$ cat config.mk
export PLATFORM = sky130hd
export DESIGN_NAME = tennis_score_fsm
export DESIGN_NICKNAME = d
export VERILOG_FILES = /design/src/rtl/tennis_pkg.sv /design/src/rtl/btn_conditioner.sv /design/src/rtl/tennis_score_fsm.sv
export SDC_FILE = /design/constraint.sdc
export NUM_CORES = 1
export LEC_CHECK = 0
export ABC_AREA = 0
export CAP_MARGIN = 20
export CORE_MARGIN = 1
export CORE_UTILIZATION = 25
export DETAILED_ROUTE_END_ITERATION = 10
export PLACE_DENSITY = 0.49
export RECOVER_POWER = 100
export SLEW_MARGIN = 5
export SYNTH_ARGS = -nofsm -noshare
export SYNTH_HDL_FRONTEND = slang
export SYNTH_HIERARCHICAL = 1
export SYNTH_SLANG_ARGS = --single-unit
$ cat constraint.sdc
create_clock -name clk -period 4.75 [get_ports clk]
set_input_delay 0.475 -clock clk [delete_from_list [all_inputs] [get_ports clk]]
set_output_delay 0.475 -clock clk [all_outputs]
set_load 0.05 [all_outputs]
$ cat src/rtl/tennis_pkg.sv
// Shared definitions for the tennis scorer: thermometer score codes, FSM states
// and the single-point scoring rule applied to a (point winner, other player) pair.
`timescale 1ns/1ps
package tennis_pkg;

  localparam logic [3:0] SC_0   = 4'b0000;
  localparam logic [3:0] SC_15  = 4'b0001;
  localparam logic [3:0] SC_30  = 4'b0011;
  localparam logic [3:0] SC_40  = 4'b0111;
  localparam logic [3:0] SC_ADV = 4'b1111;

  typedef enum logic {
    PLAY     = 1'b0,
    WIN_HOLD = 1'b1
  } state_t;

  typedef struct packed {
    logic       win;
    logic [3:0] w_next;
    logic [3:0] l_next;
  } step_t;

  // w is the score of the player who took the point, l the opponent's.
  function automatic step_t score_point(input logic [3:0] w, input logic [3:0] l);
    step_t s;
    s.win    = 1'b0;
    s.w_next = w;
    s.l_next = l;
    if (l == SC_ADV) begin
      s.w_next = SC_40;
      s.l_next = SC_40;
    end else if (w == SC_ADV || (w == SC_40 && l != SC_40)) begin
      s.win    = 1'b1;
      s.w_next = SC_ADV;
    end else if (w == SC_40) begin
      s.w_next = SC_ADV;
    end else begin
      s.w_next = {w[2:0], 1'b1};
    end
    return s;
  endfunction

endpackage

$ cat src/rtl/btn_conditioner.sv
// Raw push-button to one-cycle press pulse: 2-flop synchroniser, debounce, rising edge.
`timescale 1ns/1ps
module btn_conditioner #(
  parameter int DEBOUNCE_CYCLES = 250000
) (
  input  logic clk,
  input  logic rst_n,
  input  logic i_btn,
  output logic o_pulse
);

  localparam int CW = $clog2(DEBOUNCE_CYCLES + 1);
  localparam logic [CW-1:0] CNT_LAST = CW'(DEBOUNCE_CYCLES - 1);

  logic          r_meta;
  logic          r_sync;
  logic          r_stable;
  logic          r_pulse;
  logic [CW-1:0] r_cnt;

  // The counter only advances while the synchronised level disagrees with the
  // accepted level, so any bounce back to the accepted level restarts it.
  always_ff @(posedge clk or negedge rst_n) begin
    if (!rst_n) begin
      r_meta   <= 1'b0;
      r_sync   <= 1'b0;
      r_stable <= 1'b0;
      r_pulse  <= 1'b0;
      r_cnt    <= '0;
    end else begin
      r_meta  <= i_btn;
      r_sync  <= r_meta;
      r_pulse <= 1'b0;
      if (r_sync == r_stable) begin
        r_cnt <= '0;
      end else if (r_cnt == CNT_LAST) begin
        r_cnt    <= '0;
        r_stable <= r_sync;
        r_pulse  <= r_sync;
      end else begin
        r_cnt <= r_cnt + 1'b1;
      end
    end
  end

  assign o_pulse = r_pulse;

endmodule

$ cat src/rtl/tennis_score_fsm.sv
// One-game tennis scorer: conditioned point buttons drive a PLAY / WIN_HOLD FSM
// with thermometer score outputs and saturating games-won counters.
`timescale 1ns/1ps
module tennis_score_fsm
  import tennis_pkg::*;
#(
  parameter int DEBOUNCE_CYCLES = 250000,
  parameter int HOLD_CYCLES     = 50000000,
  parameter int GAME_W          = 4
) (
  input  logic              clk,
  input  logic              rst_n,
  input  logic              btn_a,
  input  logic              btn_b,
  output logic [3:0]        score_a,
  output logic [3:0]        score_b,
  output logic              win_a,
  output logic              win_b,
  output logic [GAME_W-1:0] games_a,
  output logic [GAME_W-1:0] games_b
);

  localparam int HCW = $clog2(HOLD_CYCLES + 1);
  localparam logic [HCW-1:0] HOLD_LAST = HCW'(HOLD_CYCLES - 1);

  logic [1:0] w_btn;
  logic [1:0] w_pt;
  step_t      w_step_a;
  step_t      w_step_b;

  state_t            r_state;
  logic [3:0]        r_score_a;
  logic [3:0]        r_score_b;
  logic              r_win_a;
  logic              r_win_b;
  logic [GAME_W-1:0] r_games_a;
  logic [GAME_W-1:0] r_games_b;
  logic [HCW-1:0]    r_hold_cnt;

  assign w_btn = {btn_b, btn_a};

  genvar gi;
  generate
    for (gi = 0; gi < 2; gi++) begin : g_cond
      btn_conditioner #(
        .DEBOUNCE_CYCLES(DEBOUNCE_CYCLES)
      ) u_cond (
        .clk    (clk),
        .rst_n  (rst_n),
        .i_btn  (w_btn[gi]),
        .o_pulse(w_pt[gi])
      );
    end
  endgenerate

  assign w_step_a = score_point(r_score_a, r_score_b);
  assign w_step_b = score_point(r_score_b, r_score_a);

  always_ff @(posedge clk or negedge rst_n) begin
    if (!rst_n) begin
      r_state    <= PLAY;
      r_score_a  <= SC_0;
      r_score_b  <= SC_0;
      r_win_a    <= 1'b0;
      r_win_b    <= 1'b0;
      r_games_a  <= '0;
      r_games_b  <= '0;
      r_hold_cnt <= '0;
    end else begin
      case (r_state)
        PLAY: begin
          // A point pair arriving in the same cycle is ambiguous and dropped.
          if (w_pt[0] && !w_pt[1]) begin
            r_score_a <= w_step_a.w_next;
            r_score_b <= w_step_a.l_next;
            if (w_step_a.win) begin
              r_state    <= WIN_HOLD;
              r_win_a    <= 1'b1;
              r_hold_cnt <= '0;
            end
          end else if (w_pt[1] && !w_pt[0]) begin
            r_score_b <= w_step_b.w_next;
            r_score_a <= w_step_b.l_next;
            if (w_step_b.win) begin
              r_state    <= WIN_HOLD;
              r_win_b    <= 1'b1;
              r_hold_cnt <= '0;
            end
          end
        end
        WIN_HOLD: begin
          if (r_hold_cnt == HOLD_LAST) begin
            if (r_win_a && r_games_a != '1) r_games_a <= r_games_a + 1'b1;
            if (r_win_b && r_games_b != '1) r_games_b <= r_games_b + 1'b1;
            r_score_a <= SC_0;
            r_score_b <= SC_0;
            r_win_a   <= 1'b0;
            r_win_b   <= 1'b0;
            r_state   <= PLAY;
          end else begin
            r_hold_cnt <= r_hold_cnt + 1'b1;
          end
        end
        default: r_state <= PLAY;
      endcase
    end
  end

  assign score_a = r_score_a;
  assign score_b = r_score_b;
  assign win_a   = r_win_a;
  assign win_b   = r_win_b;
  assign games_a = r_games_a;
  assign games_b = r_games_b;

endmodule

* After elaboration in Yosys (flattened, before gate mapping)
Index checks and enable logic that the tools add are counted.
Word-level totals: logic and storage cells 117, register bits 89
Operators by class: eq/ne operators 25, bitwise gates (word level) 3, multiplexer cells 47, add/sub/neg operators 5, reduce and logical (&&, ||, !) cells 19
Operators with widths (count):
- 26-bit two-way mux | 5
- 18-bit two-way mux | 4
- 4-bit two-way mux | 13
- 26-bit case mux with 2 select lines | 1
- 18-bit by 1-bit adder with 18-bit output, second input constant | 2
- 18-bit == test, second input constant | 2
- 26-bit by 1-bit adder with 26-bit output, second input constant | 1
- 26-bit == test, second input constant | 1
- 1-bit two-way mux | 19
- 4-bit case mux with 2 select lines | 2
- 3-bit inequality test, second input constant | 5
- 3-bit AND reduction | 5
- 2-bit inequality test, second input constant | 6
- 4-bit by 1-bit adder with 4-bit output, second input constant | 2
- 4-bit by 3-bit == test with 1-bit output, second input constant | 2
- 4-bit == test, second input constant | 2
- 4-bit by 3-bit inequality test with 1-bit output, second input constant | 2
- 4-bit inequality test, second input constant | 2
- 4-bit AND reduction | 2
- 1-bit logical AND | 6
- 1-bit case mux with 2 select lines | 3
- 2-bit AND reduction | 2
- 1-bit inverter | 3
- 1-bit == test | 2
- other kinds (3) | 5

* Logic depth before layout (Yosys ltp)
Gate-level depths: netlist of run 1.
depth after elaboration 9, depth in mapped cells 7, gate-level depth less buffers 7

* Cells and area by module
Netlist of run 1, hierarchy kept.
Modules (own cells, without submodules):
- tennis_score_fsm | instances 1, cells each 241, area an instance 2449.8 um^2
- btn_conditioner (g_cond[0].u_cond) | instances 1, cells each 100, area an instance 1059.8 um^2
- btn_conditioner (g_cond[1].u_cond) | instances 1, cells each 99, area an instance 1036.0 um^2

* Worst setup path after synthesis of run 1
No wires, ideal clock.
path kind flip-flop to flip-flop, start register r_score_a[1] (netlist: score_a[1]), end register r_hold_cnt[24], path slack 2.748 ns, cell stages (with the launch flop) 6, data arrival time 1.878 ns, required time 4.626 ns, cell sequence dfrtp_1 -> nand3_1 -> a2111oi_4 -> nor3_4 -> buf_4 -> a211o_1
Between the ends: longest elaborated chain between the ends 7, elaborated cells between the ends (all ways) 14, those cells by class eq/ne (5); mux (4); reduce/logical (5)
RTL lines:
- start: declaration | RTL line tennis_score_fsm.sv:32 | logic [3:0] r_score_a;
- start signal: assignment | RTL line tennis_score_fsm.sv:74 | r_score_a <= w_step_a.w_next;
- start signal: assignment | RTL line tennis_score_fsm.sv:83 | r_score_a <= w_step_b.l_next;
- 4-bit by 3-bit inequality test with 1-bit output / 4-bit by 3-bit == test with 1-bit output (equally long branches) | RTL line tennis_pkg.sv:32 | end else if (w == SC_ADV || (w == SC_40 && l != SC_40)) begin
- 1-bit logical AND | RTL line tennis_pkg.sv:32
- 1-bit logical OR | RTL line tennis_pkg.sv:32
- 1-bit two-way mux | RTL line tennis_pkg.sv:32
- 1-bit two-way mux | RTL line tennis_pkg.sv:29 | if (l == SC_ADV) begin
- 3-bit inequality test (no line)
- 4-bit AND reduction (no line) (*)
- end signal: assignment | RTL line tennis_score_fsm.sv:101 | r_hold_cnt <= r_hold_cnt + 1'b1;
- end: declaration | RTL line tennis_score_fsm.sv:38 | logic [HCW-1:0] r_hold_cnt;
Every way passes the cells marked *; elsewhere a longest branch is shown, timed or not. A chain may end at the register's enable or synchronous reset.

* Worst setup path in the final report of run 1
start register r_hold_cnt[0], end register r_hold_cnt[4]
Between the ends: longest elaborated chain between the ends 3, elaborated cells between the ends (all ways) 6, those cells by class add/sub (1); eq/ne (2); mux (2); reduce/logical (1)
RTL lines (RTL line):
- 26-bit by 1-bit adder with 26-bit output / 26-bit == test (equally long branches) | tennis_score_fsm.sv:101, tennis_score_fsm.sv:92
- 26-bit two-way mux / 2-bit inequality test (equally long branches)
- 26-bit case mux with 2 select lines / 4-bit AND reduction (equally long branches)
Parallel ways exist; a longest one is shown, timed or not. The select of a mux whose other input is x is not followed.

==> results of run 1 <==
[worst max-delay path: stages, from the launching register on]
cell and delay [ps]:
dfrtp_1 400, ha_1 220, nand3_1 190, nor3_1 360
a21oi_1 440, nor3_4 740, inv_1 240, o22ai_1 210
[cell type report]
class | count | area share
Timing Repair Buffer | 23 | 0.04089
Tap cell | 225 | 0.05349
Multi-Input combinational cell | 331 | 0.4151
Clock buffer | 9 | 0.04280
Clock inverter | 7 | 0.01664
Inverter | 11 | 0.007846
Sequential cell | 89 | 0.4232
[cell usage in the layout, fill, tap and decap left out, drive strengths merged, types with 8 or more instances in the layout]
cell         netlist  final
nand4             26     26
nand2             36     36
and3              11     11
or4                8      8
nor4              12     12
or3                8      8
inv               11     14
nor2              43     43
dlygate4sd3        0     20
xnor2             26     26
a21oi             12     12
xor2              18     18
o21ai             14     14
nand3             34     34
clkbuf             4     11
dfrtp             89     89
nor3              16     16
[registers in the layout (all words and copies together), names as in the netlist, 2 cells and up]
signal,flops
g_cond.u_cond/r_cnt,36
r_hold_cnt,26
games_a,4
games_b,4
score_a,4
score_b,4
g_cond.u_cond/o_pulse,2
g_cond.u_cond/r_meta,2
g_cond.u_cond/r_stable,2
g_cond.u_cond/r_sync,2
[cell usage after synthesis, types with 5 or more instances]
library cell,number,area share
nor2_1,43,0.036
a211o_1,5,0.0096
a22o_1,7,0.013
ha_1,5,0.014
nor3_1,12,0.013
and4_1,5,0.0096
xnor2_1,26,0.050
xor2_1,18,0.035
nand3_1,30,0.033
nand4_1,25,0.034
a21oi_1,11,0.012
inv_1,10,0.0083
or3_1,7,0.0096
and3_1,10,0.014
or4_1,6,0.0099
nand2_1,33,0.027
nor4_1,10,0.014
dfrtp_1,89,0.49
mux2i_1,5,0.011
o21ai_0,10,0.011
[metrics by stage]
stage	cells	total power, mW	utilization	hold WS [ps]
floorplan	440	0.7946	-	179.4
global placement	679	0.8169	0.2852	336.4
detailed placement	679	0.8176	0.2852	339.6
CTS	695	1.583	0.3031	165.3
global route	695	1.617	0.3001	359.0
finish	695	1.546	0.3001	353.4
[routing by layer]
metal  share of wire  up-vias  routed length (microns)
li1                -     1671                        -
met1            0.46     1730                     4675
met2            0.48       49                     4877
met3           0.047       14                      477
met4           0.014        0                      140
met5               0        -                        0
[worst max-delay path by stage]
stage                          end  slack [ps]  cells after the start
finish               r_hold_cnt[4]        1850                      7
CTS                  r_hold_cnt[4]        2250                      7
global route         r_hold_cnt[4]        1490                      7
floorplan           r_hold_cnt[24]        2750                      5
global placement    r_hold_cnt[20]        2350                      4
detailed placement   r_hold_cnt[4]        2260                      7
[power by group through the flow]
stage | combinational [mW] | sequential [mW] | clock (mW)
3_3_place_gp | 0.0334 | 0.784 | 0
4_1_cts | 0.0343 | 0.769 | 0.780
6_report | 0.0305 | 0.769 | 0.747
5_1_grt | 0.0364 | 0.770 | 0.811
2_1_floorplan | 0.0119 | 0.783 | 0
3_5_place_dp | 0.0338 | 0.784 | 0
[kinds of logic (layout without fill, tap and decap cells)]
group,count (synthesis),count (layout),share of synthesized area
muxes,9,9,0.02174
and+or+nand+nor,213,213,0.2667
adders and majority gates,5,5,0.01376
xor gates and xnor gates,44,44,0.08478
buffers and inverters,20,50,0.01954
AOI/OAI and AO/OA,60,60,0.1035
DFF,89,89,0.4900
==> summary.md, run 1 <==
| Metric | Value |
|---|---|
| Initial DRC Count | 175 |
| Syn. warnings | 6 |
| Register area share after synthesis | 0.4900 |
| Worst slack, placed | approximately 2300 ps |
| Max-Slew Margin vs Limit | -0.7230 |
| Met3 Resource Use GR | 0.04296 |
| Vias per cell | around 5 |
| Leak Pwr | approximately 2.3 nW |
| Sw frac | 0.2301 |
| Number of flops mapped to enable cells by yosys | 0 |
| Total track usage | 0.1187 |
| Final hold vios | 0 |
| Failing checks | max-capacitance violations, max-slew violations |
| Worst-Margin Slew | 2585 ps |
| Clock slew seen by the registers of the worst setup and hold paths | 70 ps |
| Synth Flop Type | dfrtp_1 |
| Period utilisation layout | 0.6111 |
| Die Y | 136.8 microns |
| Setup TNS | 0 ps |
| CTS tree | built |
| Worst Reg-to-Reg Cells | 7 |
| Kind of critical path | reg -> reg |
| NumNets Final | 474 |
| CP startpoint | r_hold_cnt[0] |
| Routed WL per cell | between 10 and 15 microns |
| Syn Nets | 449 |
| Clk pwr share | 0.483 |
| # hold bufs at CTS | 0 |
| Crit path launch type | flop |
| Setup Fix Bufs, Post-CTS | 0 |
| Worst-Skew Late Latency | between 300 and 400 ps |
| Max-slew violation count | 48 |
| Chip width | 136.8 microns |
| Antenna violation net count after detailed routing | 0 |
| Routed via count | between 3000 and 4000 |
| Port bufs | 21 |
| RSZ-0062 raised after global routing | false |
| Post-CTS sizing | 0 |
| Post-synth ARST share | 1.000 |
| Reg-to-Reg End | r_hold_cnt[4] |
| HP Class | reg -> reg |
| H-tree levels | 3 |
| Final min period | a little under 3000 ps |
| Design area | 5263 sq um |
| DRC | 0 |
| Initial antenna violation count | 0 |
| Logic pwr share | 0.020 |
| Synth Area per Inst | ~10 sq um |
| Crit path arrival time | 3170 ps |
| WL final | slightly above 10 mm |
| Maximum fanout along the worst path | 15 |
| Hold path depth | 0 |
| Hold wc startpoint | g_cond[0].u_cond/r_meta |
| Status | finished with violations |
| Post-DP HPWL | 7.020 mm |
| Pre-Repair DR Iteration Count | 4 |
| Top Ports | 22 |
| Number of global-route vias before repair | 3373 |
| Setup violators final | 0 |
| CP endpoint kind | flop |
| Final Skew | ~5.2 ps |
| Worst Path Required | approximately 5000 ps |
| First-pass GRT wire length | ~17 mm |
| Grt met1 use | 0.1498 |
| Site row count | 48 |
| Layout overhead on the synthesized area | 15.77% |
| Layout cells sized above 1 | 0.07660 |
| Clk sinks | 89 |
| Max VDD drop | 171.8 uV |
| Largest net degree at the start of global routing | 48 |
| Register area | 2227 sq um |
| TritonCTS Buffers | 9 |
| Max-Cap Viols | 1 |
| Post-Place Cell Area | approximately 5000 sq um |
| Slack of the critical path | about 1800 ps |
| Synth Instances | 440 |
| Final global-route overflow total | 0 |
| Setup slack, reg-to-reg | ~1800 ps |
| Worst-case clock buffer depth | 2 |
| Cell-internal power | roughly 1.2 mW |
| Fillers | 1864 |
| Buffer type at the clock tree root | clkbuf_16 |
| Busiest grt layer | met2 |
| Total power divided by cell area | 293.8 nW/um^2 |
| Total Die Area | roughly 19000 sq um |
| R2r startpoint | r_hold_cnt[0] |
| Psw | between 300 and 400 uW |
| Core area | approximately 18000 sq um |
| Hold-critical path endpoint | g_cond[0].u_cond/r_sync |
| Post-synthesis cell type count | between 60 and 70 |
| Footprint of the multi-input gates | 2185 sq um |
| Starting density of the core | 0.2592 |
| Seq pwr share | 0.498 |
| Met2 Usage GRT | 0.1887 |
| Synth Cell Area | around 4500 sq um |
| Fmax | between 0.3 and 0.4 GHz |
| # diodes | 0 |
| Gpl congestion | 0.7491 |
| Post-synthesis register bit count | a little under 90 |
Note: power is estimated with default switching activity, not from simulation.
==> inputs of run 2 (changes only) <==
Settings changed: PLACE_DENSITY 0.49 to 0.5.
Clock period 4.75 ns to 2.6 ns, I/O delays scaled along.
==> summary.md, run 2 (synthesis gave the netlist of run 1 again) <==
| Metric | Value |
|---|---|
| CP endpoint kind | flop (unchanged) |
| Max-Cap Viols | 0 (was 1) |
| Total power divided by cell area | 546.5 nW/um^2 (was 293.8 nW/um^2) |
| Max FFs per register | 36 (unchanged) |
| WL final | 10.07 mm (was 10.17 mm) |
| Die Y | 136.8 microns (unchanged) |
| Fillers | 1834 (was 1864) |
| Worst Reg-to-Reg Cells | 7 (unchanged) |
| Post-Place Cell Area | 5052 sq um (was 5002 sq um) |
| Pre-Repair DR Iteration Count | 4 (unchanged) |
| Number of global-route vias before repair | 3446 (was 3373) |
| DRC | 0 (unchanged) |
| Core area | 17540 sq um (unchanged) |
| Chip width | 136.8 microns (unchanged) |
| Layout overhead on the synthesized area | 17.23% (was 15.77%) |
| Register area | 2227 sq um (unchanged) |
| Post-DP HPWL | 6.789 mm (was 7.020 mm) |
| Clock slew seen by the registers of the worst setup and hold paths | 60 ps (was 70 ps) |
| TritonCTS Buffers | 9 (unchanged) |
| Total Die Area | 18730 sq um (unchanged) |
| First-pass GRT wire length | 17.49 mm (was 17.19 mm) |
| Leak Pwr | 2.305 nW (was 2.261 nW) |
| Worst-case clock buffer depth | 2 (unchanged) |
| Total power | 2.912 mW (was 1.546 mW) |
| Routed via count | 3484 (was 3464) |
| Worst slack, placed | 444.4 ps (was 2258 ps) |
| HP Class | reg -> reg (unchanged) |
| Max-Slew Margin vs Limit | 0.1621 (was -0.7230) |
| Period utilisation layout | 0.8731 (was 0.6111) |
| Max VDD drop | 333.0 uV (was 171.8 uV) |
| Worst-Skew Late Latency | 340 ps (was 350 ps) |
| CTS tree | built (unchanged) |
| Biggest register | g_cond.u_cond/r_cnt (unchanged) |
| Crit path capture | r_hold_cnt[25] (was r_hold_cnt[4]) |
| R2r startpoint | r_hold_cnt[0] (unchanged) |
| Status | complete, no violations (was finished with violations) |
| Kind of critical path | reg -> reg (unchanged) |
| Clk sinks | 89 (unchanged) |
| Slack of the critical path | 329.9 ps (was 1847 ps) |
| Footprint of the multi-input gates | 2185 sq um (unchanged) |
| Initial antenna violation count | 0 (unchanged) |
| # diodes | 0 (unchanged) |
| Final hold vios | 0 (unchanged) |
| Largest net degree at the start of global routing | 90 (was 48) |
| Starting density of the core | 0.2592 (unchanged) |
| Antenna violation net count after detailed routing | 0 (unchanged) |
| Worst-Margin Slew | 1257 ps (was 2585 ps) |
| Final Skew | 4.200 ps (was 5.242 ps) |
| Setup slack, reg-to-reg | 330 ps (was 1850 ps) |
| Commonest cells after routing, fill and taps aside | dfrtp_1, nor2_1, nand2_1, nand3_1, xnor2_1 (unchanged) |
| Crit path arrival time | 2550 ps (was 3170 ps) |
| Routed WL per cell | 14.36 microns (was 14.63 microns) |
| Largest registers | g_cond.u_cond/r_cnt: 36 flops, r_hold_cnt: 26 flops (unchanged) |
| Final global-route overflow total | 0 (unchanged) |
| Maximum fanout along the worst path | 8 (was 15) |
| Design area | 5329 sq um (was 5263 sq um) |
| Gpl congestion | 0.8020 (was 0.7491) |
| CP startpoint | r_hold_cnt[0] (unchanged) |
| Buffer type at the clock tree root | clkbuf_16 (unchanged) |
| Reg-to-Reg End | r_hold_cnt[25] (was r_hold_cnt[4]) |
| Vias per cell | 4.970 (was 4.984) |
| Fmax | 0.4405 GHz (was 0.3445 GHz) |
| RSZ-0062 raised after global routing | false (unchanged) |
| Setup Fix Bufs, Post-CTS | 0 (unchanged) |
| Site row count | 48 (unchanged) |
| Setup TNS | 0 ps (unchanged) |
| Layout cells sized above 1 | 0.08824 (was 0.07660) |
| Setup violators final | 0 (unchanged) |
| Total track usage | 0.1194 (was 0.1187) |
| Initial DRC Count | 181 (was 175) |
| Port bufs | 21 (unchanged) |
| H-tree levels | 3 (unchanged) |
| Crit path launch type | flop (unchanged) |
| Final min period | 2270 ps (was 2903 ps) |
| NumNets Final | 480 (was 474) |
| Worst Path Required | 2880 ps (was 5020 ps) |
| Commonest non-fill, non-tap cell in the layout | dfrtp_1 (unchanged) |
| Max-slew violation count | 0 (was 48) |
| Top Ports | 22 (unchanged) |
==> run 2: metrics by stage <==
step / hold slack (ps) / utilization / std cells
6_report: 349.4 / 0.3039 / 701
5_1_grt: 362.6 / 0.3039 / 701
4_1_cts: 328.8 / 0.3075 / 701
3_5_place_dp: 334.7 / 0.2881 / 684
3_3_place_gp: 334.5 / 0.2881 / 684
2_1_floorplan: -35.59 / - / 440
==> run 2: layout make-up <==
type / instances / area share
Timing Repair Buffer: 29 / 0.04954
Multi-Input combinational cell: 331 / 0.4100
Inverter: 11 / 0.007748
Clock buffer: 12 / 0.04813
Sequential cell: 89 / 0.4179
Tap cell: 225 / 0.05283
Clock inverter: 4 / 0.01385
==> run 2: per-layer routing <==
metal | global-route usage | wire [microns]
met5 | 0 | 0
met3 | 0.04556 | 498
met4 | 0.02930 | 80
met2 | 0.1816 | 4577
met1 | 0.1588 | 4910
==> run 2: critical path, cell delays in order, from the launching register on <==
cell and delay, ps:
dfrtp_1 410, ha_1 250, nand3_2 150, nor3_1 370
a21oi_1 200, nor3_4 440, buf_4 240, a22o_1 150
==> run 2: power by group <==
group | switching [mW] | internal (mW) | leakage [nW]
clock network | 0.551 | 0.897 | 0.163
registers | 0.0109 | 1.40 | 1.23
logic | 0.0423 | 0.0153 | 0.912
total | 0.605 | 2.31 | 2.30
==> run 2: worst min-delay path by stage <==
stage	from	to	cells past startpoint
after floorplan	rst_n	g_cond[0].u_cond/o_pulse	0
after global routing	g_cond[1].u_cond/r_meta	g_cond[1].u_cond/r_sync	0
after detailed placement	g_cond[1].u_cond/r_meta	g_cond[1].u_cond/r_sync	0
after CTS	btn_a	g_cond[0].u_cond/r_meta	1
final	g_cond[1].u_cond/r_meta	g_cond[1].u_cond/r_sync	0
after global placement	g_cond[1].u_cond/r_meta	g_cond[1].u_cond/r_sync	0
==> run 2: what timing repair did <==
action / in CTS / in global routing
hold endpoints to repair: 89 / 0
endpoints found under the setup margin: 0 / 0
hold buffers: 1 / 0
resized for setup: 0 / 0
==> inputs of run 3 (changes only) <==
Settings changed: CORE_MARGIN 1 to 4, HOLD_SLACK_MARGIN from default to 0.15.
==> summary.md, run 3 (synthesis gave the netlist of run 1 again) <==
| Metric | Value |
|---|---|
| Worst-Margin Slew | 1343 ps (was 1257 ps) |
| Clk sinks | 89 (unchanged) |
| Critical Path Slowest Stage Cell | or3_1 (was nor3_4) |
| Initial DRC Count | 245 (was 181) |
| Leak Pwr | 2.291 nW (was 2.305 nW) |
| Layout overhead on the synthesized area | 16.54% (was 17.23%) |
| Maximum fanout along the worst path | 16 (was 8) |
| CTS tree | built (unchanged) |
| # hold bufs at CTS | 1 (unchanged) |
| CP endpoint kind | flop (unchanged) |
| Final Skew | 4.598 ps (was 4.200 ps) |
| Commonest non-fill, non-tap cell in the layout | dfrtp_1 (unchanged) |
| Final min period | 2214 ps (was 2270 ps) |
| Number of global-route vias before repair | 3504 (was 3446) |
| Worst Reg-to-Reg Cells | 6 (was 7) |
| Core area | 17900 sq um (was 17540 sq um) |
| Setup violators final | 0 (unchanged) |
| Seq pwr share | 0.506 (was 0.483) |
| Highest metal used | met4 (unchanged) |
| Top Ports | 22 (unchanged) |
| Buffers & Inverters on Critical Path | 0 (was 1) |
| Routed wl met3 | 521 microns (was 498 microns) |
| Worst Path Required | 2830 ps (was 2880 ps) |
| Vias per cell | 4.945 (was 4.970) |
| DRC | 0 (unchanged) |
| Gpl congestion | 0.8244 (was 0.8020) |
| Post-DP HPWL | 7.019 mm (was 6.789 mm) |
| H-tree levels | 3 (unchanged) |
| Total Die Area | 20400 sq um (was 18730 sq um) |
| Worst-case clock buffer depth | 2 (unchanged) |
| Die Y | 142.8 microns (was 136.8 microns) |
| Fillers | 1874 (was 1834) |
| HP Class | reg -> reg (unchanged) |
| Routed WL per cell | 14.47 microns (was 14.36 microns) |
| Crit path capture | r_hold_cnt[19] (was r_hold_cnt[25]) |
| Max-Slew Margin vs Limit | 0.1044 (was 0.1621) |
| Clk pwr share | 0.472 (was 0.497) |
| Antenna violation net count after detailed routing | 0 (unchanged) |
| Status | complete, no violations (unchanged) |
| Crit path arrival time | 2440 ps (was 2550 ps) |
| Final global-route overflow total | 0 (unchanged) |
| Biggest register | g_cond.u_cond/r_cnt (unchanged) |
| Largest registers | g_cond.u_cond/r_cnt: 36 flops, r_hold_cnt: 26 flops (unchanged) |
| Footprint of the multi-input gates | 2167 sq um (was 2185 sq um) |
| Post-CTS sizing | 0 (unchanged) |
| RSZ-0062 raised after global routing | false (unchanged) |
| Wire length on met1 | 4.703 mm (was 4.910 mm) |
| # diodes | 0 (unchanged) |
| TritonCTS Buffers | 9 (unchanged) |
| Starting density of the core | 0.2539 (was 0.2592) |
| Setup Fix Bufs, Post-CTS | 0 (unchanged) |
| Pre-Repair DR Iteration Count | 4 (unchanged) |
| Psw | 598.5 uW (was 604.6 uW) |
| First-pass GRT wire length | 17.19 mm (was 17.49 mm) |
| Worst slack, placed | 506.5 ps (was 444.4 ps) |
| R2r startpoint | r_hold_cnt[0] (unchanged) |
| Max-Cap Viols | 0 (unchanged) |
| Largest net degree at the start of global routing | 50 (was 90) |
| Total power divided by cell area | 524.5 nW/um^2 (was 546.5 nW/um^2) |
| Initial antenna violation count | 0 (unchanged) |
| Routed via count | 3486 (was 3484) |
| Logic pwr share | 0.022 (was 0.020) |
| WL final | 10.20 mm (was 10.07 mm) |
| Port bufs | 21 (unchanged) |
| Commonest cells after routing, fill and taps aside | dfrtp_1, nor2_1, nand2_1, nand3_1, xnor2_1 (unchanged) |
| Slack of the critical path | 386.2 ps (was 329.9 ps) |
| Reg-to-Reg End | r_hold_cnt[19] (was r_hold_cnt[25]) |
| Final hold vios | 0 (unchanged) |
| Crit path launch type | flop (unchanged) |
| Cell-internal power | 2.180 mW (was 2.308 mW) |
| Fmax | 0.4517 GHz (was 0.4405 GHz) |
| Buffer type at the clock tree root | clkbuf_16 (unchanged) |
| CP Depth | 6 (was 7) |
| Max VDD drop | 338.1 uV (was 333.0 uV) |
| CP startpoint | r_hold_cnt[0] (unchanged) |
| Chip width | 142.8 microns (was 136.8 microns) |
| Register area | 2227 sq um (unchanged) |
| Kind of critical path | reg -> reg (unchanged) |
| Met2 WL | 4.819 mm (was 4.577 mm) |
| Max-slew violation count | 0 (unchanged) |
| CP top delay family | simple AND/OR/NAND/NOR gates (unchanged) |
| Worst-Skew Late Latency | 340 ps (about the same) |
| Layout cells sized above 1 | 0.08193 (was 0.08824) |
| NumNets Final | 480 (unchanged) |
| Max FFs per register | 36 (unchanged) |
| CP max stage delay | 500 ps (was 440 ps) |
| CP Cell Sequence | ha_1, nand3_1, or3_1, o21ai_4, nor4_1, a211o_1 (was ha_1, nand3_2, nor3_1, a21oi_1, nor3_4, buf_4, a22o_1) |
| Setup slack, reg-to-reg | 390 ps (was 330 ps) |
| Setup TNS | 0 ps (unchanged) |
| Sw frac | 0.2154 (was 0.2076) |
| Period utilisation layout | 0.8515 (was 0.8731) |
| Total power | 2.779 mW (was 2.912 mW) |
| Site row count | 49 (was 48) |
| Clock slew seen by the registers of the worst setup and hold paths | 60 ps (about the same) |
| Total track usage | 0.1048 (was 0.1194) |
==> run 3: changes by cell type in the layout (fill, tap and decap cells not counted), sizes merged <==
cell	delta
clkbuf	-3
buf	+2
clkinvlp	+2
bufinv	-1
clkinv	+1
inv	-1
==> run 3: per-layer routing <==
layer | GRT usage | vias to the layer above
met3 | 0.03851 | 17
met2 | 0.1711 | 54
met4 | 0.03252 | 0
li1 | - | 1688
met1 | 0.1294 | 1727
met5 | 0 | -
==> run 3: cell type report <==
type	instances	share of cell area
flip-flops and latches	89	0.4204
well taps	229	0.05409
clock buffers	11	0.04582
repair buffers	29	0.05243
inverters	11	0.007794
clock inverters	5	0.01039
multi-input cells	331	0.4091
==> run 3: metrics by stage <==
stage / instances / utilization / instance area [sq um] / hold WS, ps
3_5_place_dp: 688 / 0.2825 / 5057 / 337.9
2_1_floorplan: 440 / - / 4546 / -35.59
4_1_cts: 705 / 0.2997 / 5365 / 334.8
5_1_grt: 705 / 0.2959 / 5298 / 371.2
3_3_place_gp: 688 / 0.2825 / 5057 / 339.0
6_report: 705 / 0.2959 / 5298 / 349.6
==> run 3: worst min-delay path by stage <==
stage | startpoint | to | slack (ps) | depth (start not counted)
after detailed placement | g_cond[0].u_cond/r_meta | g_cond[0].u_cond/r_sync | 340 | 0
final | g_cond[0].u_cond/r_meta | g_cond[0].u_cond/r_sync | 350 | 0
after floorplan | rst_n | g_cond[0].u_cond/o_pulse | -40 | 0
after global placement | g_cond[1].u_cond/r_meta | g_cond[1].u_cond/r_sync | 340 | 0
after CTS | btn_b | g_cond[1].u_cond/r_meta | 330 | 1
after global routing | g_cond[0].u_cond/r_meta | g_cond[0].u_cond/r_sync | 370 | 0
==> run 3: power by group through the flow <==
stage / Sequential [mW] / Clock [mW] / Combinational (mW)
after global routing: 1.41 / 1.42 / 0.0722
after CTS: 1.41 / 1.37 / 0.0682
after floorplan: 1.43 / 0 / 0.0217
final: 1.41 / 1.31 / 0.0604
after global placement: 1.43 / 0 / 0.0653
after detailed placement: 1.43 / 0 / 0.0662
